File: src/rtl/cpu_reg_writeback.sv
// -----------------------------------------------------------------------------
// cpu_reg_writeback
//
// Write-back sequencer for the single write port of the CPU register file.
// Results from the load unit and the ALU are accepted through valid/ready
// handshakes and queued in a DEPTH-entry FIFO. One queued write per cycle is
// retired onto the registered write port (writeen/addrw/writeint).
//
// Optional feature macro: CPU_WB_BYPASS_EN
//   defined   -> combinational forwarding of pending values to addr1/addr2
//   undefined -> fwd outputs tied to zero, no comparators are built
//
// Ports
//   clk, rst_n                 clock, asynchronous active-low reset
//   flush                      discard all pending writes (synchronous)
//   ld_valid/addr/data/ready   load-unit producer (fixed priority)
//   alu_valid/addr/data/ready  ALU producer
//   writeen/addrw/writeint     registered register-file write port
//   addr1/addr2                register-file read addresses (bypass lookup)
//   fwd1_hit/data, fwd2_hit/data  forwarded pending values
//   count                      entries currently queued
// -----------------------------------------------------------------------------
module cpu_reg_writeback #(
    parameter int XLEN  = 32,
    parameter int AW    = 5,
    parameter int DEPTH = 4
) (
    input  logic                         clk,
    input  logic                         rst_n,
    input  logic                         flush,
    input  logic                         ld_valid,
    input  logic [AW-1:0]                ld_addr,
    input  logic [XLEN-1:0]              ld_data,
    output logic                         ld_ready,
    input  logic                         alu_valid,
    input  logic [AW-1:0]                alu_addr,
    input  logic [XLEN-1:0]              alu_data,
    output logic                         alu_ready,
    output logic                         writeen,
    output logic [AW-1:0]                addrw,
    output logic [XLEN-1:0]              writeint,
    input  logic [AW-1:0]                addr1,
    input  logic [AW-1:0]                addr2,
    output logic                         fwd1_hit,
    output logic [XLEN-1:0]              fwd1_data,
    output logic                         fwd2_hit,
    output logic [XLEN-1:0]              fwd2_data,
    output logic [$clog2(DEPTH+1)-1:0]   count
);

    localparam int PW = $clog2(DEPTH);
    localparam int CW = $clog2(DEPTH+1);

    logic [AW-1:0]   r_mem_addr [DEPTH];
    logic [XLEN-1:0] r_mem_data [DEPTH];
    logic [PW-1:0]   r_wr_ptr;
    logic [PW-1:0]   r_rd_ptr;
    logic [CW-1:0]   r_count;
    logic            r_writeen;
    logic [AW-1:0]   r_addrw;
    logic [XLEN-1:0] r_writeint;

    logic            w_full;
    logic            w_ld_acc;
    logic            w_alu_acc;
    logic            w_push;
    logic            w_pop;
    logic [AW-1:0]   w_in_addr;
    logic [XLEN-1:0] w_in_data;

    // Ready ignores a same-cycle pop so it never depends on the drain path.
    assign w_full    = (r_count == CW'(DEPTH));
    assign ld_ready  = !w_full && !flush;
    assign alu_ready = !w_full && !flush && !ld_valid;

    assign w_ld_acc  = ld_valid && ld_ready;
    assign w_alu_acc = alu_valid && alu_ready;
    assign w_in_addr = w_ld_acc ? ld_addr : alu_addr;
    assign w_in_data = w_ld_acc ? ld_data : alu_data;

    // Writes to x0 complete the handshake but are dropped here.
    assign w_push = (w_ld_acc || w_alu_acc) && (w_in_addr != '0);
    assign w_pop  = (r_count != '0) && !flush;

    // Storage has no reset: only slots below count are ever observed.
    always_ff @(posedge clk) begin
        if (w_push) begin
            r_mem_addr[r_wr_ptr] <= w_in_addr;
            r_mem_data[r_wr_ptr] <= w_in_data;
        end
    end

    always_ff @(posedge clk or negedge rst_n) begin
        if (!rst_n) begin
            r_wr_ptr   <= '0;
            r_rd_ptr   <= '0;
            r_count    <= '0;
            r_writeen  <= 1'b0;
            r_addrw    <= '0;
            r_writeint <= '0;
        end else if (flush) begin
            // Accepts are blocked while flushing, so no push can race this.
            r_wr_ptr  <= '0;
            r_rd_ptr  <= '0;
            r_count   <= '0;
            r_writeen <= 1'b0;
        end else begin
            if (w_push) begin
                r_wr_ptr <= r_wr_ptr + PW'(1);
            end
            if (w_pop) begin
                r_rd_ptr   <= r_rd_ptr + PW'(1);
                r_addrw    <= r_mem_addr[r_rd_ptr];
                r_writeint <= r_mem_data[r_rd_ptr];
            end
            r_writeen <= w_pop;
            r_count   <= r_count + CW'(w_push) - CW'(w_pop);
        end
    end

    assign writeen  = r_writeen;
    assign addrw    = r_addrw;
    assign writeint = r_writeint;
    assign count    = r_count;

`ifdef CPU_WB_BYPASS_EN
    // One lookup per read port. Sources are scanned oldest to youngest
    // (output stage, then queue head..tail) so the youngest match wins.
    for (genvar gi = 0; gi < 2; gi++) begin : g_fwd
        logic [AW-1:0]   w_raddr;
        logic            w_hit;
        logic [XLEN-1:0] w_data;

        assign w_raddr = (gi == 0) ? addr1 : addr2;

        always_comb begin
            w_hit  = 1'b0;
            w_data = '0;
            if (w_raddr != '0) begin
                if (r_writeen && (r_addrw == w_raddr)) begin
                    w_hit  = 1'b1;
                    w_data = r_writeint;
                end
                for (int k = 0; k < DEPTH; k++) begin
                    if ((CW'(k) < r_count) &&
                        (r_mem_addr[r_rd_ptr + PW'(k)] == w_raddr)) begin
                        w_hit  = 1'b1;
                        w_data = r_mem_data[r_rd_ptr + PW'(k)];
                    end
                end
            end
        end
    end

    assign fwd1_hit  = g_fwd[0].w_hit;
    assign fwd1_data = g_fwd[0].w_data;
    assign fwd2_hit  = g_fwd[1].w_hit;
    assign fwd2_data = g_fwd[1].w_data;
`else
    logic w_unused_addr;
    assign w_unused_addr = ^{addr1, addr2};

    assign fwd1_hit  = 1'b0;
    assign fwd1_data = '0;
    assign fwd2_hit  = 1'b0;
    assign fwd2_data = '0;
`endif

endmodule

File: config.mk
export PLATFORM = sky130hd
export DESIGN_NAME = cpu_reg_writeback
export DESIGN_NICKNAME = d
export VERILOG_FILES = /design/src/rtl/cpu_reg_writeback.sv
export SDC_FILE = /design/constraint.sdc
export NUM_CORES = 1
export LEC_CHECK = 0
export BUFFER_PORTS_ARGS = -buffer_cell sky130_fd_sc_hd__buf_4
export CAP_MARGIN = 20
export CORE_MARGIN = 4
export CORE_UTILIZATION = 45
export CTS_CLUSTER_SIZE = 14
export DETAILED_ROUTE_END_ITERATION = 6
export GPL_ROUTABILITY_DRIVEN = 0
export MAX_ROUTING_LAYER = met4
export PLACE_DENSITY = 0.69
export REMOVE_ABC_BUFFERS = 1
export SETUP_SLACK_MARGIN = 0.05
export SLEW_MARGIN = 20
export SYNTH_ARGS = -nofsm -noshare
export SYNTH_HDL_FRONTEND = slang
export SYNTH_SLANG_ARGS = --single-unit
export TNS_END_PERCENT = 1
File: constraint.sdc
create_clock -name clk -period 5.3 [get_ports clk]
set_clock_uncertainty 0.15 [all_clocks]
set_input_delay 0.795 -clock clk [delete_from_list [all_inputs] [get_ports clk]]
set_output_delay 0.795 -clock clk [all_outputs]
set_load 0.02 [all_outputs]
==> Word level (Yosys, flattened, before mapping) <==
Memories as Yosys holds them, arrays and structs flattened. A register that Yosys moved wholly into a read port is not among the register bits.
Cells that the tools add are included.
{ "word_totals": {"register_bits": 8, "ram_bits": 148, "inputBits": 89, "output_inout_bits": 109, "wordCells": 39, "memories": 2} }
{ "classes": {"n_addsub": 4, "eq_ne": 1, "muxes": 10, "bitwise": 1, "reduce_logical": 17} }
{ "memory_table": {"columns": ["memory", "words", "word_bits", "rd", "rd_clocked_by_memory_dff", "wr", "line_no", "source"], "rows": [
  ["r_mem_data", 4, 32, 1, 1, 1, "55", "logic [XLEN-1:0] r_mem_data [DEPTH];"],
  ["r_mem_addr", 4, 5, 1, 1, 1, "54", "logic [AW-1:0] r_mem_addr [DEPTH];"]
]} }
{ "op_table": {"columns": ["op", "count"], "rows": [
  ["$mux 32", 1],
  ["$mux 2", 4],
  ["$logic_and 1x1->1", 6],
  ["$logic_not 1->1", 5],
  ["$mux 5", 1],
  ["$reduce_bool 5->1", 1],
  ["$add 2x1->2 const B", 2],
  ["$reduce_bool 2->1", 2],
  ["$add 3x1->3", 1],
  ["$eq 3x3->1 const B", 1],
  ["$mux 1", 3],
  ["$mux 3", 1],
  ["$reduce_bool 3->1", 1],
  ["$sub 3x1->3", 1],
  ["$reduce_and 2->1", 1],
  ["$logic_or 1x1->1", 1],
  ["$not 1->1", 1]
]} }

==> Depth between registers and ports, before layout <==
Gate-level depths: netlist of run 1.
{ "depth": {"word_depth": 10, "ltp_mapped": 12, "ltp_nobuf": 11} }

==> Worst setup path before layout of run 1 <==
Ideal clock, no wire load.
{ "synth_timing": {"kind": "input port to flip-flop", "start": "in flush", "end": "mem r_mem_addr[0][0] (enable)", "setup_ns": 0.398, "t_arrival_ns": 2.330, "t_required_ns": 4.752, "path_slack_ns": 2.422, "cell_stages": 5, "n_path_buf": 1, "path_cell_list": "clkbuf_1 -> nor2_1 -> nand3_1 -> o22ai_2 -> and2_1"} }
{ "synth_between": {"elab_chain_len": 8, "elab_cells_between_ends": 11, "cone_classes": "mux: 3; reduce/logical: 8"} }
{ "synth_lines": {"columns": ["element", "line_no", "source"], "rows": [
  ["start, declared", "30", "input logic flush,"],
  ["$logic_not 1->1 (*)", "73, 74", null],
  ["$logic_and 1x1->1 (*)", "73, 74", null],
  ["$logic_and 1x1->1, on equally long branches", "76, 74", null],
  ["$mux 5 / $logic_and 1x1->1 (equally long branches)", "78, 77", null],
  ["$reduce_bool 5->1 / $logic_or 1x1->1 (equally long branches)", "82", "assign w_push = (w_ld_acc || w_alu_acc) && (w_in_addr != '0);"],
  ["$logic_and 1x1->1 (*)", "82", null],
  ["$mux 1 (*)", "87", "if (w_push) begin"],
  ["$mux 1 (implied by the code) (*)", "88", "r_mem_addr[r_wr_ptr] <= w_in_addr;"],
  ["end, declared", "54", null]
]} }
Mark *: on every way between the ends. The rest lies on a longest branch, timed or not.

==> Worst setup path in the final report of run 1 <==
{ "layout_timing": {"start": "reg r_count[2], in the netlist count[2]", "end": "mem r_mem_data[2][23] (enable)"} }
{ "layout_between": {"elab_chain_len": 9, "elab_cells_between_ends": 12, "cone_classes": "eq/ne: 1; mux: 3; reduce/logical: 8"} }
{ "layout_lines": {"columns": ["element", "line_no", "source"], "rows": [
  ["start, declared", "58", "logic [CW-1:0] r_count;"],
  ["start signal, assigned", "117", "r_count <= r_count + CW'(w_push) - CW'(w_pop);"],
  ["$eq 3x3->1 (*)", "72", "assign w_full = (r_count == CW'(DEPTH));"],
  ["$logic_not 1->1 (*)", "73, 74", null],
  ["$logic_and 1x1->1 (*)", "73, 74", null],
  ["$logic_and 1x1->1, on equally long branches", "76, 74", null],
  ["$mux 5 / $logic_and 1x1->1 (equally long branches)", "78, 77", null],
  ["$reduce_bool 5->1 / $logic_or 1x1->1 (equally long branches)", "82", null],
  ["$logic_and 1x1->1 (*)", "82", null],
  ["$mux 1 (*)", "87", null],
  ["$mux 1 (implied by the code) (*)", "89", "r_mem_data[r_wr_ptr] <= w_in_data;"],
  ["end, declared", "55", null]
]} }
Marked as above.

==> metrics, run 1 <==
status finished, final reports clean; number of global-route vias before repair 4079; Design Power 4857 µW; cell taking the most area after synthesis edfxtp_1; Ant. Diodes 0; gr usage total 0.1480; Clock Sinks 193; crit path kind reg2reg; Worst-Margin Slew 1.056 ns; max-slew violation count 0; core area 18090 µm²; # Max-Cap Violations 0; Final #Nets 652; crit path time final 3.352 ns; Fin. Hold Viols 0; number of H-tree levels 4; Pwr per Cell Area 498.3 nW/µm²; utilization after layout 0.5388; Slew headroom 0.2959; number of synthesized flops with an enable pin 148; CTS Buf Count 17; final setup fails 0; layout cell share with drive strength beyond 1 0.4640; CP endpoint r_mem_data[2][23]; PortBufs 121; Area Growth Syn to Fin 16.88%; via count 3864; CTS Root Cell clkbuf_16; Multi-input gate area 2356 µm²; Routed Antenna Nets 0; CTS tree yes; unrepaired setup endpoints after global routing no; critical path endpoint category flip-flop; asr flop ratio synth 0.2332; antenna violations before repair 0; Ports 198; routed vias/inst 4.842; clk buf depth 2; worst reg-to-reg path cell count 4; first-pass GRT wire length 22130 µm; DR WL met3 759 µm; Worst-Skew Late Latency 0.42 ns; die area 20770 µm²; final period utilization 0.6325; row count 49; Pre-Repair DR Iteration Count 4; cts repair resizes 0; Die Ht 144.1 µm; drc violations 0; 1st-iter DRT viols 211; worst hold path class in2async; clk slew on worst S/H paths 0.07 ns; R2R Setup Slk 1.95 ns; WP data arrival 3.23 ns; Setup Buffers After CTS 0; cells after synthesis 432; prevailing post-synth register cell edfxtp_1; overall routed net length 14700 µm; register area share after synthesis 0.6681; Syn Std Cell Area 8338 µm²; CP startpoint count[2]; syn avg cell area 19.30 µm²; Worst Path Required 5.18 ns; worst r2r src count[2]; largest cells by area after synthesis edfxtp_1, dfrtp_1, mux4_2, buf_4, mux2_4; Yosys warning total 0; share of the synthesized area in the top cell type 0.5330; met2 routed WL 7622 µm; Initial Utilization 0.4610; Post-synth top cells edfxtp_1, buf_4, dfrtp_1; die width 144.1 µm; Max IR drop VDD 342.3 µV; crit-path max FO 38; uppermost layer routed met4; TNS Setup 0 ns; gr ovfl total 0; largest net degree at the start of global routing 46; top-count cell post-synth edfxtp_1; leakage power total 0.003778 µW; hpwl dp 9011 µm; CTS Hold Buffers Added 0; Unique masters post-synth 30; max frequency 298.3 MHz; met1 wire length 6183 µm; fill cell count 1454; sequential cell area 5573 µm²; crit path launch type flip-flop; FF-to-FF End r_mem_data[2][23]; Avg WL per Cell 18.42 µm; Yosys reg bits 193
[kinds of logic after synthesis]
logic type	Yosys count	synth area share
buffers and inverters	88	0.08013
adder cells (fa/ha/maj)	7	0.01140
multiplexers	113	0.2158
other	1	0.0004497
XOR/XNOR	3	0.003152
AO/OA/AOI/OAI	1	0.001500
flip-flops	193	0.6681
AND/OR/NAND/NOR	26	0.01951
[registers in the layout, summed over array words and instances (netlist names)]
signal,flops
writeint,32
r_mem_data,128
r_rd_ptr,2
addrw,5
r_mem_addr,20
count,3
r_wr_ptr,2
writeen,1
[worst min-delay path by stage]
stage / from / to / slack, ns / cells after the start
after floorplan: rst_n / addrw[0] / 0.35 / 0
after global placement: writeint[28] / writeint[28] / 0.34 / 1
after detailed placement: writeint[16] / writeint[16] / 0.35 / 1
after CTS: rst_n / writeint[18] / 0.30 / 1
after global routing: rst_n / writeint[11] / 0.32 / 1
final: rst_n / writeint[28] / 0.27 / 1
[area by class of cell]
type / count / share of cell area
Sequential cell: 193 / 0.5718
Multi-Input combinational cell: 216 / 0.2418
Timing Repair Buffer: 123 / 0.09475
Clock buffer: 21 / 0.04622
Tap cell: 229 / 0.02940
Clock inverter: 11 / 0.01412
Inverter: 5 / 0.001926
[critical path, cell delays in order, from the launching register on]
cell and delay (ns):
dfrtp_1 0.43, or3b_4 0.28, nand3b_4 0.59, o22ai_2 0.56, and2_2 0.92
[through the flow]
stage                     hold WS, ns  cells  area (µm²)  setup slack [ns]
final                          0.2746    798        9746             1.948
after global routing           0.3157    798        9746             1.687
after CTS                      0.2952    798        9746             1.845
after detailed placement       0.3467    766        9158             1.518
after global placement         0.3409    766        9158             1.601
after floorplan                0.3494    414        7933             1.396
[routing by layer]
| metal | vias to the layer above | GRT usage |
|---|---|---|
| li1 | 1768 | - |
| met5 | - | - |
| met3 | 12 | 0.03439 |
| met2 | 131 | 0.2425 |
| met1 | 1953 | 0.1852 |
| met4 | 0 | 0.04460 |
[where the power goes]
group / internal [µW] / switching [µW] / leakage (µW)
combinational: 762 / 667 / 0.00161
sequential: 1950 / 217 / 0.00188
clock: 751 / 514 / 0.000286
[placed cells by master, fill, tap and decap left out, types with 2 or more instances in the layout]
| cell | count |
|---|---|
| mux4_2 | 37 |
| clkinv_2 | 3 |
| clkbuf_16 | 17 |
| or4_1 | 2 |
| nor2b_1 | 4 |
| clkbuf_1 | 3 |
| edfxtp_1 | 148 |
| conb_1 | 66 |
| nor2_1 | 6 |
| and2_2 | 4 |
| mux2i_1 | 2 |
| mux2_4 | 30 |
| mux2_1 | 7 |
| dfrtp_2 | 2 |
| clkinv_1 | 2 |
| dfrtp_1 | 43 |
| inv_1 | 5 |
| buf_4 | 123 |
| xnor2_1 | 2 |
| clkinv_4 | 2 |
| nor3_1 | 2 |
| mux2_2 | 37 |
| bufinv_16 | 3 |
| nand2b_1 | 3 |
| ha_1 | 6 |
(Power assumes the default switching activity.)
==> inputs of run 2 (changes only) <==
--- a/config.mk
+++ b/config.mk
@@ -13,7 +13,7 @@
 export DETAILED_ROUTE_END_ITERATION = 6
 export GPL_ROUTABILITY_DRIVEN = 0
 export MAX_ROUTING_LAYER = met4
-export PLACE_DENSITY = 0.69
+export PLACE_DENSITY = 0.71
 export REMOVE_ABC_BUFFERS = 1
 export SETUP_SLACK_MARGIN = 0.05
 export SLEW_MARGIN = 20
==> constraint.sdc (replaced) <==
create_clock -name clk -period 2.8 [get_ports clk]
set_clock_uncertainty 0.15 [all_clocks]
set_input_delay 0.42 -clock clk [delete_from_list [all_inputs] [get_ports clk]]
set_output_delay 0.42 -clock clk [all_outputs]
set_load 0.02 [all_outputs]
==> metrics, run 2 (synthesized netlist as in run 1, its figures left out) <==
die width 144.1 µm; final period utilization 0.8774; crit path kind reg2reg; clk slew on worst S/H paths 0.06 ns; overall routed net length 14530 µm; Slew headroom 0.3081; fill cell count 1427; hpwl dp 9003 µm; Final #Nets 659; via count 3951; design area 9836 µm²; PortBufs 121; Avg WL per Cell 18.05 µm; Fin. Hold Viols 0; crit-path max FO 37; Die Ht 144.1 µm; number of H-tree levels 4; CTS Root Cell clkbuf_16; worst hold path class in2reg; crit path time final 2.457 ns; Hold Path Depth 2; crit path launch type flip-flop; max-slew violation count 0; drc violations 0; max frequency 407.0 MHz; most common cell after layout, fill and taps aside edfxtp_1; Clock Sinks 193; Worst-Skew Late Latency 0.42 ns; Area Growth Syn to Fin 17.96%; Max IR drop VDD 601.7 µV; die area 20770 µm²; # Max-Cap Violations 0; Worst-Margin Slew 1.038 ns; first-pass GRT wire length 22340 µm; cts repair resizes 0; max reg flops 128; Initial Utilization 0.4610; core area 18090 µm²; utilization after layout 0.5438; Reg with most FFs r_mem_data; Ant. Diodes 0; gr ovfl total 0; CTS tree yes; Hold Slack 0.1052 ns; leakage power total 0.003823 µW; routed vias/inst 4.908; Routed Antenna Nets 0; clk buf depth 2; row count 49; CTS Buf Count 17; worst reg-to-reg path cell count 5; commonest non-fill, non-tap cells in the layout edfxtp_1, buf_4, conb_1, dfrtp_1; final setup fails 0; Post-Place Cell Area 9220 µm²; antenna violations before repair 0; WP data arrival 2.35 ns; Worst Path Required 2.69 ns; unrepaired setup endpoints after global routing no; Pwr per Cell Area 942.1 nW/µm²; critical path endpoint category flip-flop; Pre-Repair DR Iteration Count 5; largest net degree at the start of global routing 46; 1st-iter DRT viols 118; number of global-route vias before repair 4205; Ports 198; layout cell share with drive strength beyond 1 0.4670; status finished, final reports clean; gr usage total 0.1489
[run 2: cell type report]
cell class	instances	area, µm²	area share
timing repair buffer	130	1023	0.1041
clock inverter	12	140.1	0.01425
multi-input combinational	216	2357	0.2397
tap	229	286.5	0.02913
clock buffer	20	436.7	0.04440
sequential	193	5573	0.5666
inverter	5	18.77	0.001908
[run 2: worst max-delay path, cell delays in order, from the launching register on]
cell,delay (ns)
dfrtp_1,0.38
or3b_4,0.25
nand3b_4,0.08
o22ai_2,0.19
buf_4,0.17
and2_2,0.84
[run 2: path summary, 6_finish.rpt]
check | slack (ns) | end | from
max | 0.34 | r_mem_data[3][17] | count[2]
min | 0.11 | r_rd_ptr[1] | flush
max reg2reg | 0.34 | r_mem_data[3][17] | count[2]
min reg2reg | 0.36 | writeint[23] | writeint[23]
max in group asynchronous | 1.55 | r_rd_ptr[1] | rst_n
min in group asynchronous | 0.44 | writeint[11] | rst_n
[run 2: what timing repair did]
item,in CTS,in global routing
endpoints found under the hold margin,45,0
setup buffers,0,0
hold buffers,1,0
[run 2: power by group]
group / internal (µW) / total [µW] / switching (µW)
clock: 1400 / 2380 / 981
combinational: 1510 / 2890 / 1380
sequential: 3680 / 4000 / 317
[run 2: routing by layer]
layer  GRT usage  share of wire  vias up
li1            -              -     1778
met1      0.1845           0.42     2031
met2      0.2455           0.52      126
met3     0.03340          0.041       16
met4     0.04757          0.014        0
met5           -              0        -
[run 2: stage by stage]
step | std cells | power, µW | TNS, ns | worst slack, ns
floorplan | 414 | 5896 | -66.45 | -0.9794
global placement | 771 | 6893 | 0 | 0.1507
detailed placement | 771 | 7000 | 0 | 0.1338
CTS | 804 | 9378 | 0 | 0.2607
global route | 805 | 9757 | 0 | 0.1714
finish | 805 | 9266 | 0 | 0.3431
==> inputs of run 3 (changes only) <==
--- a/config.mk
+++ b/config.mk
@@ -7,13 +7,15 @@
 export LEC_CHECK = 0
 export BUFFER_PORTS_ARGS = -buffer_cell sky130_fd_sc_hd__buf_4
 export CAP_MARGIN = 20
+export CELL_PAD_IN_SITES_DETAIL_PLACEMENT = 1
+export CELL_PAD_IN_SITES_GLOBAL_PLACEMENT = 2
 export CORE_MARGIN = 4
-export CORE_UTILIZATION = 45
+export CORE_UTILIZATION = 35
 export CTS_CLUSTER_SIZE = 14
 export DETAILED_ROUTE_END_ITERATION = 6
 export GPL_ROUTABILITY_DRIVEN = 0
 export MAX_ROUTING_LAYER = met4
-export PLACE_DENSITY = 0.71
+export PLACE_DENSITY_LB_ADDON = 0.1
 export REMOVE_ABC_BUFFERS = 1
 export SETUP_SLACK_MARGIN = 0.05
 export SLEW_MARGIN = 20
==> metrics, run 3 (synthesized netlist as in run 1, its figures left out) <==
gr usage total 0.1347; routed vias/inst 4.489; commonest non-fill, non-tap cells in the layout edfxtp_1, buf_4, conb_1, dfrtp_1; Switch Pwr 2846 µW; unrepaired setup endpoints after global routing no; worst hold path class in2reg; Inst Count DP 867; family with the most delay on the worst path buffers and inverters; CP peak stage delay 0.57 ns; leakage power total 0.003846 µW; crit path time final 2.494 ns; critical path endpoint category flip-flop; Post-Place Cell Area 9380 µm²; clk slew on worst S/H paths 0.07 ns; max reg flops 128; crit path launch type flip-flop; Fin. Hold Viols 0; Initial Utilization 0.3552; worst r2r src count[1]; Routed Antenna Nets 0; internal power 6458 µW; Slew headroom 0.5191; Worst-Skew Late Latency 0.43 ns; Ports 198; CP bufs+invs 1; Hold Crit Endpoint count[1]; hpwl dp 10750 µm; max frequency 401.0 MHz; Hold Path Depth 2; drc violations 0; core area 23470 µm²; die area 26360 µm²; CP startpoint count[1]; row count 56; die width 162.3 µm; overall routed net length 16890 µm; power share of the sequential group 0.434; FF-to-FF End r_mem_data[3][1]; TNS Setup 0 ns; slowest cell on the critical path buf_4; Final #Nets 664; crit path kind reg2reg; clk buf depth 2; crit-path max FO 37; Max IR drop VDD 302.7 µV; via count 4040; CTS Root Cell clkbuf_16; 1st-iter DRT viols 182; crit-path cells or3b_4, nand3b_4, buf_4, mux2_1; min-delay src flush; Avg WL per Cell 18.77 µm; CTS Buf Count 17; gr ovfl total 0; antenna violations before repair 0; # Max-Cap Violations 0; Die Ht 162.3 µm; layout cell share with drive strength beyond 1 0.4802; Pwr per Cell Area 932.6 nW/µm²; most common cell after layout, fill and taps aside edfxtp_1; WP data arrival 2.50 ns; Reg with most FFs r_mem_data; Setup Buffers After CTS 0; Clock Sinks 193; design area 9977 µm²; final setup fails 0; worst reg-to-reg path cell count 4; largest net degree at the start of global routing 46; Pre-Repair DR Iteration Count 4; CTS tree yes; status finished, final reports clean; max-slew violation count 0; number of global-route vias before repair 4522; R2R Setup Slk 0.31 ns; Comb power frac 0.309; final period utilization 0.8907; power share of the clock group 0.257; Sw Share 0.3059; Design Power 9305 µW; Ant. Diodes 0; PortBufs 121; first-pass GRT wire length 25870 µm; Worst-Margin Slew 0.7213 ns; Area Growth Syn to Fin 19.66%; number of H-tree levels 4; Finished Layout Cells 900; Worst Path Required 2.80 ns
## run 3: changes by cell type in the layout (fill, tap and decap cells not counted), sizes merged
cell    previous run  this run
bufinv             3         1
inv                6        11
clkinv             7         6
clkbuf            20        18
buf              129       134
## run 3: how the worst max path moves through the flow
stage | cells past startpoint | end | slack, ns
2_1_floorplan | 9 | count[2] | -0.98
3_3_place_gp | 12 | count[2] | 0.16
3_5_place_dp | 12 | count[2] | 0.14
4_1_cts | 4 | r_mem_data[0][1] | 0.25
5_1_grt | 11 | count[2] | 0.15
6_report | 4 | r_mem_data[3][1] | 0.31
## run 3: routing by layer
layer | wire length, µm | global-route usage | vias to the layer above
met4 | 147 | 0.03576 | 0
met3 | 761 | 0.03214 | 11
met2 | 8719 | 0.2232 | 118
li1 | - | - | 1793
met5 | 0 | - | -
met1 | 7263 | 0.1678 | 2118
## run 3: final cells by class
cell class | count | area, µm²
Fill cell | 2327 | 13500
Sequential cell | 193 | 5575
Multi-Input combinational cell | 216 | 2356
Timing Repair Buffer | 135 | 1041
Clock buffer | 18 | 439.2
Tap cell | 319 | 399.1
Clock inverter | 14 | 147.6
Inverter | 5 | 18.77
## run 3: power groups by stage
stage | combinational, µW | sequential (µW) | clock (µW)
after floorplan | 1430 | 4470 | 0
after global placement | 2900 | 4120 | 0
after detailed placement | 2940 | 4130 | 0
after CTS | 2950 | 4070 | 2460
after global routing | 3110 | 4130 | 2580
final | 2870 | 4040 | 2390
## run 3: metrics by stage
stage	utilization	hold WS (ns)	setup WS [ns]
6_report	0.4251	0.1232	0.3061
3_5_place_dp	0.3996	0.3486	0.1449
3_3_place_gp	0.3996	0.3417	0.1639
2_1_floorplan	-	-0.02559	-0.9794
5_1_grt	0.4251	0.1198	0.1547
4_1_cts	0.4251	0.1096	0.2541
## run 3: worst register-to-register path: stages (launching register included)
cell and delay, ns:
dfrtp_1 0.47, or3b_4 0.46, nand3b_4 0.10, buf_4 0.57, mux2_1 0.47
## run 3: what timing repair did
item,in CTS,in global routing
hold endpoints to repair,45,0
hold buffers,1,0
resized for setup,0,0
